## src/rtl/exmem_stage.sv

```systemverilog
// exmem_stage: registers ALU results, resolves branches, runs GP stores
// Ports: clk, rst (async, active low), in_* ALU slot with in_ready,
//   wb_* writeback, br_* fetch redirect, mem_* store handshake,
//   illegal_op; EXMEM_PERF_EN adds stall_cnt and flush_cnt.
module exmem_stage #(
  parameter int DATA_W = 32,
  parameter int REG_W  = 7,
  parameter int OP_W   = 5
) (
  input  logic              clk,
  input  logic              rst,
  input  logic              in_valid,
  output logic              in_ready,
  input  logic [OP_W-1:0]   in_opcode,
  input  logic [REG_W-1:0]  in_rd,
  input  logic [REG_W-1:0]  in_branch,
  input  logic [DATA_W-1:0] in_result,
  input  logic              in_wren,
  output logic              wb_valid,
  output logic              wb_wren,
  output logic [REG_W-1:0]  wb_rd,
  output logic [DATA_W-1:0] wb_data,
  output logic [OP_W-1:0]   wb_opcode,
  output logic              br_taken,
  output logic [REG_W-1:0]  br_target,
  output logic              illegal_op,
  output logic              mem_req,
  output logic [REG_W-1:0]  mem_addr,
  output logic [DATA_W-1:0] mem_wdata,
  input  logic              mem_ack
`ifdef EXMEM_PERF_EN
  ,
  output logic [15:0]       stall_cnt,
  output logic [15:0]       flush_cnt
`endif
);

  localparam logic [0:0] RUN      = 1'b0;
  localparam logic [0:0] MEM_WAIT = 1'b1;

  localparam logic [OP_W-1:0] OP_ALU9 = OP_W'(9);
  localparam logic [OP_W-1:0] OP_B    = OP_W'(7);
  localparam logic [OP_W-1:0] OP_BEQ  = OP_W'(8);
  localparam logic [OP_W-1:0] OP_GP   = OP_W'(10);

  logic [0:0]        state_q, state_d;
  logic              ready_q, ready_d;
  logic              wbv_q, wbv_d;
  logic              wbw_q, wbw_d;
  logic [REG_W-1:0]  rd_q, rd_d;
  logic [DATA_W-1:0] data_q, data_d;
  logic [OP_W-1:0]   op_q, op_d;
  logic              br_q, br_d;
  logic [REG_W-1:0]  tgt_q, tgt_d;
  logic              ill_q, ill_d;
  logic              req_q, req_d;
  logic [REG_W-1:0]  addr_q, addr_d;
  logic [DATA_W-1:0] wdat_q, wdat_d;

  logic acc;
  logic is_nop, is_alu, is_b, is_beq, is_gp;

  // the slot right behind a taken branch is wrong-path
  assign acc    = in_valid & ready_q & ~br_q;
  assign is_nop = (in_opcode == '0);
  assign is_alu = (in_opcode >= OP_W'(1) && in_opcode <= OP_W'(6))
                | (in_opcode == OP_ALU9);
  assign is_b   = (in_opcode == OP_B);
  assign is_beq = (in_opcode == OP_BEQ);
  assign is_gp  = (in_opcode == OP_GP);

  always_comb begin
    state_d = state_q;
    ready_d = ready_q;
    wbv_d   = 1'b0;
    wbw_d   = 1'b0;
    rd_d    = rd_q;
    data_d  = data_q;
    op_d    = op_q;
    br_d    = 1'b0;
    tgt_d   = tgt_q;
    ill_d   = 1'b0;
    req_d   = req_q;
    addr_d  = addr_q;
    wdat_d  = wdat_q;
    unique case (state_q)
      RUN: begin
        ready_d = 1'b1;
        if (acc) begin
          unique case (1'b1)
            is_nop: ;
            is_alu: begin
              wbv_d  = 1'b1;
              wbw_d  = in_wren;
              rd_d   = in_rd;
              data_d = in_result;
              op_d   = in_opcode;
            end
            is_b, is_beq: begin
              wbv_d  = 1'b1;
              rd_d   = in_rd;
              data_d = in_result;
              op_d   = in_opcode;
              // conditional form treats target 0 as not taken
              if (is_b || in_branch != '0) begin
                br_d  = 1'b1;
                tgt_d = in_branch;
              end
            end
            is_gp: begin
              req_d   = 1'b1;
              addr_d  = in_rd;
              wdat_d  = in_result;
              ready_d = 1'b0;
              state_d = MEM_WAIT;
            end
            default: ill_d = 1'b1;
          endcase
        end
      end
      MEM_WAIT: begin
        if (mem_ack) begin
          req_d   = 1'b0;
          ready_d = 1'b1;
          wbv_d   = 1'b1;
          rd_d    = addr_q;
          data_d  = wdat_q;
          op_d    = OP_GP;
          state_d = RUN;
        end
      end
      default: state_d = RUN;
    endcase
  end

  always_ff @(posedge clk or negedge rst) begin
    if (!rst) begin
      state_q <= RUN;
      ready_q <= 1'b0;
      wbv_q   <= 1'b0;
      wbw_q   <= 1'b0;
      rd_q    <= '0;
      data_q  <= '0;
      op_q    <= '0;
      br_q    <= 1'b0;
      tgt_q   <= '0;
      ill_q   <= 1'b0;
      req_q   <= 1'b0;
      addr_q  <= '0;
      wdat_q  <= '0;
    end else begin
      state_q <= state_d;
      ready_q <= ready_d;
      wbv_q   <= wbv_d;
      wbw_q   <= wbw_d;
      rd_q    <= rd_d;
      data_q  <= data_d;
      op_q    <= op_d;
      br_q    <= br_d;
      tgt_q   <= tgt_d;
      ill_q   <= ill_d;
      req_q   <= req_d;
      addr_q  <= addr_d;
      wdat_q  <= wdat_d;
    end
  end

  assign in_ready   = ready_q;
  assign wb_valid   = wbv_q;
  assign wb_wren    = wbw_q;
  assign wb_rd      = rd_q;
  assign wb_data    = data_q;
  assign wb_opcode  = op_q;
  assign br_taken   = br_q;
  assign br_target  = tgt_q;
  assign illegal_op = ill_q;
  assign mem_req    = req_q;
  assign mem_addr   = addr_q;
  assign mem_wdata  = wdat_q;

`ifdef EXMEM_PERF_EN
  logic [15:0] stall_q, flush_q;
  logic        flush;

  assign flush = in_valid & ready_q & br_q;

  always_ff @(posedge clk or negedge rst) begin
    if (!rst) begin
      stall_q <= '0;
      flush_q <= '0;
    end else begin
      if (state_q == MEM_WAIT && stall_q != 16'hFFFF)
        stall_q <= stall_q + 16'd1;
      if (flush && flush_q != 16'hFFFF)
        flush_q <= flush_q + 16'd1;
    end
  end

  assign stall_cnt = stall_q;
  assign flush_cnt = flush_q;
`endif

endmodule

```

## config.mk

```make
export PLATFORM = sky130hd
export DESIGN_NAME = exmem_stage
export DESIGN_NICKNAME = d
export VERILOG_FILES = /design/src/rtl/exmem_stage.sv
export SDC_FILE = /design/constraint.sdc
export NUM_CORES = 1
export LEC_CHECK = 0
export BUFFER_PORTS_ARGS = -buffer_cell sky130_fd_sc_hd__buf_4
export CAP_MARGIN = 20
export CORE_ASPECT_RATIO = 1.25
export CORE_MARGIN = 1
export CORE_UTILIZATION = 50
export CTS_CLUSTER_SIZE = 24
export DETAILED_ROUTE_END_ITERATION = 16
export GPL_TIMING_DRIVEN = 0
export PLACE_DENSITY_LB_ADDON = 0.25
export SYNTH_ARGS = -nofsm -noshare
export SYNTH_HDL_FRONTEND = slang
export SYNTH_SLANG_ARGS = --single-unit
```

## constraint.sdc

```tcl
create_clock -name clk -period 2 [get_ports clk]
set_input_delay 0.4 -clock clk [delete_from_list [all_inputs] [get_ports clk]]
set_output_delay 0.4 -clock clk [all_outputs]
set_load 0.1 [all_outputs]
```

==> results by group <==
Status
  – Status: completed

Global route
  – Total global-route track usage: 0.219
  – Global route total overflow: 0
  – Number of global-route vias before repair: 3109
  – Initial antenna violation count: 0
  – Global-route wire length before repair: 15400 um
  – Pin count of the biggest net entering global routing: 52

Critical path
  – Reg2reg path depth: 7
  – Slowest stage delay, CP: 0.38 ns
  – Most used cell, CP: buf_6
  – CP Launch Type: flip-flop
  – Max FO, Critical Path: 10
  – Minimum setup slack among reg-to-reg paths: 0.11 ns
  – Arrival time worst endpoint: 2.13 ns
  – WS Path Type: reg2reg
  – CP required: 2.24 ns
  – Critical-path cell list: buf_6 > nand4bb_4 > nor2_4 > and4_1 > buf_6 > buf_6 > mux2_1
  – RR Endpoint: mem_wdata[3]
  – Reg2reg start: state_q
  – CP max-delay cell: dfrtp_1
  – Critical Path Sink Type: flip-flop

Floorplan
  – FP Rows: 37
  – Die area: 9160 sq um
  – Core Area: 8380 sq um
  – Initial Util: 0.524
  – Top-Level Pins: 152
  – Die width: 85.8 um
  – Die height: 107 um

Routing
  – Post-route DRC: 0
  – Starting DRT DRC Count: 32
  – Met1 WL: 3960 um
  – Wire per inst: 16.7 um
  – Drt first pass iters: 3
  – Metal3 WL: 500 um
  – Metal2 WL: 4670 um
  – Via count: 2886
  – Drt total wl: 9330 um
  – Post-route ant nets: 0
  – Drt via density: 5.15
  – Top Layer Used: met4

Synthesis
  – Seq/Total Area, Yosys: 0.553
  – Synth cell types: 33
  – Synthesized area: 4390 sq um
  – Async SR Flop Fraction: 1.00
  – Post-synthesis average cell area: 15.9 sq um
  – Top cell type's share of synthesized area: 0.553
  – Synthesized net count: 332
  – Syn. warnings: 0
  – Top FF cell, synth: dfrtp_1
  – Synth area leaders: dfrtp_1, mux2_4, mux2_1
  – Count leader, synth: dfrtp_1
  – Most instantiated cells after synthesis: dfrtp_1, mux2_1, mux2_2
  – #FFs+latches synth: 97
  – Gate Count Post-Synth: 276
  – Post-synth EDFFs: 0
  – Leading area contributor after synthesis: dfrtp_1

CTS
  – Clock transition at the registers of the reported paths: 0.08 ns
  – Max clock buf depth: 2
  – CTS tree: done
  – Post-CTS resize count: 0
  – Postcts setup bufs: 0
  – Clock Latency Late Sink: 0.36 ns
  – CTS buffer count: 9
  – Root buf cell: clkbuf_8
  – H-tree depth: 3
  – Post-CTS Hold Fix Bufs: 0
  – Clock Sinks: 97

Power
  – Sw Ratio: 0.528
  – VDD IR max: 1.03 mV
  – Leak pwr: 0.00287 uW
  – Pwr/cell area: 1430 nW/um^2
  – Clk pwr share: 0.140
  – Reg power frac: 0.314
  – Comb power frac: 0.545
  – Internal: 3950 uW
  – Switch Pwr: 4430 uW

Place
  – Placer's final routability congestion estimate: 0.737
  – PortBufs: 150
  – Placed cells: 544
  – HPWL after DPL: 6810 um

Run
  – Max-cap violations: 0

Worst hold path
  – Worst hold path type: in2async

Timing
  – Worst slew margin: 0.568
  – Final setup fails: 0
  – Final worst path period share: 0.945
  – Max-slew violation count: 0
  – Setup TNS after final layout: 0 ns
  – RSZ-0062 raised after global routing: false
  – Slew @ Worst Pin: 0.648 ns
  – Final Hold Viols: 0
  – Final Skew: 0.00905 ns
  – Max Clock Freq: 0.529 GHz
  – Min Tclk post-route: 1.89 ns

Layout
  – FF/Latch Area: 2430 sq um
  – Nets: 496
  – Antenna Cells: 0
  – Layout fillers: 631
  – Area grow syn2layout: 34.0%
  – Share of cells above drive strength 1: 0.594
  – Non-filler instance count after layout: 560
  – Multi-input logic area: 1810 sq um
[cells in the final DEF, fill, tap and decap left out, types with 2 or more instances in the layout]
master	instances
a21o_1	2
a22o_1	2
buf_4	152
buf_6	7
buf_8	3
clkbuf_1	6
clkbuf_8	12
dfrtp_1	95
dfrtp_2	2
mux2_1	44
mux2_2	43
mux2_4	37
nand2_1	3
nand2b_1	3
nand3_1	4
nor2_1	6
o22a_1	2
[per-stage QoR]
stage | power, uW | hold WS, ns | setup WS, ns | area [sq um] | utilization
2_1_floorplan | 6230 | 0.104 | 0.0111 | 4390 | -
3_3_place_gp | 7190 | 0.465 | 0.0856 | 5660 | 0.676
3_5_place_dp | 7250 | 0.458 | 0.0626 | 5690 | 0.679
4_1_cts | 8440 | 0.0555 | 0.0500 | 5860 | 0.700
5_1_grt | 8650 | 0.0780 | 0.0106 | 5880 | 0.702
6_report | 8380 | 0.0463 | 0.110 | 5880 | 0.702
[cells by family after synthesis]
kind of cell,count (synthesis),synth area share
DFF,97,0.553
muxes,124,0.350
buffers and inverters,16,0.0336
and+or+nand+nor,28,0.0422
AOI/OAI and AO/OA,11,0.0211
[routing by layer]
| metal | global-route usage | up-vias |
|---|---|---|
| met4 | 0.102 | 0 |
| li1 | - | 1324 |
| met2 | 0.367 | 106 |
| met1 | 0.274 | 1439 |
| met5 | 0 | - |
| met3 | 0.0431 | 17 |
[sequential cells by signal (all words and copies together), names as in the netlist, 5 cells and up]
signal and cells:
mem_wdata 32, br_target 7, mem_addr 7, wb_opcode 5, wb_rd 7, wb_data 32
[layout make-up]
class,count,area share
plain buffers,15,0.0245
repair buffers,153,0.199
clock buffers,14,0.0294
well taps,117,0.0249
multi-input cells,163,0.308
inverters,1,0.000639
flip-flops and latches,97,0.413
[how the worst max path moves through the flow]
stage,end,depth (start not counted),slack [ns],startpoint
floorplan,mem_wdata[3],6,0.01,br_taken
global placement,wb_rd[3],7,0.09,state_q
detailed placement,wb_data[3],7,0.06,state_q
CTS,wb_data[19],7,0.05,state_q
global route,mem_wdata[3],7,0.01,state_q
finish,mem_wdata[3],7,0.11,state_q
[critical path: cells and delay by family (launching register included)]
family / cells / cell delay [ns]
and+or+nand+nor: 3 / 0.61
buffers and inverters: 3 / 0.45
DFF: 1 / 0.38
muxes: 1 / 0.33
[power groups by stage]
stage               sequential [uW]  clock, uW  combinational, uW
floorplan                      5670          0                565
global placement               2640          0               4550
detailed placement             2670          0               4580
CTS                            2640       1210               4590
global route                   2690       1280               4680
finish                         2630       1180               4570
No activity file was read; power rests on OpenSTA's default activity.
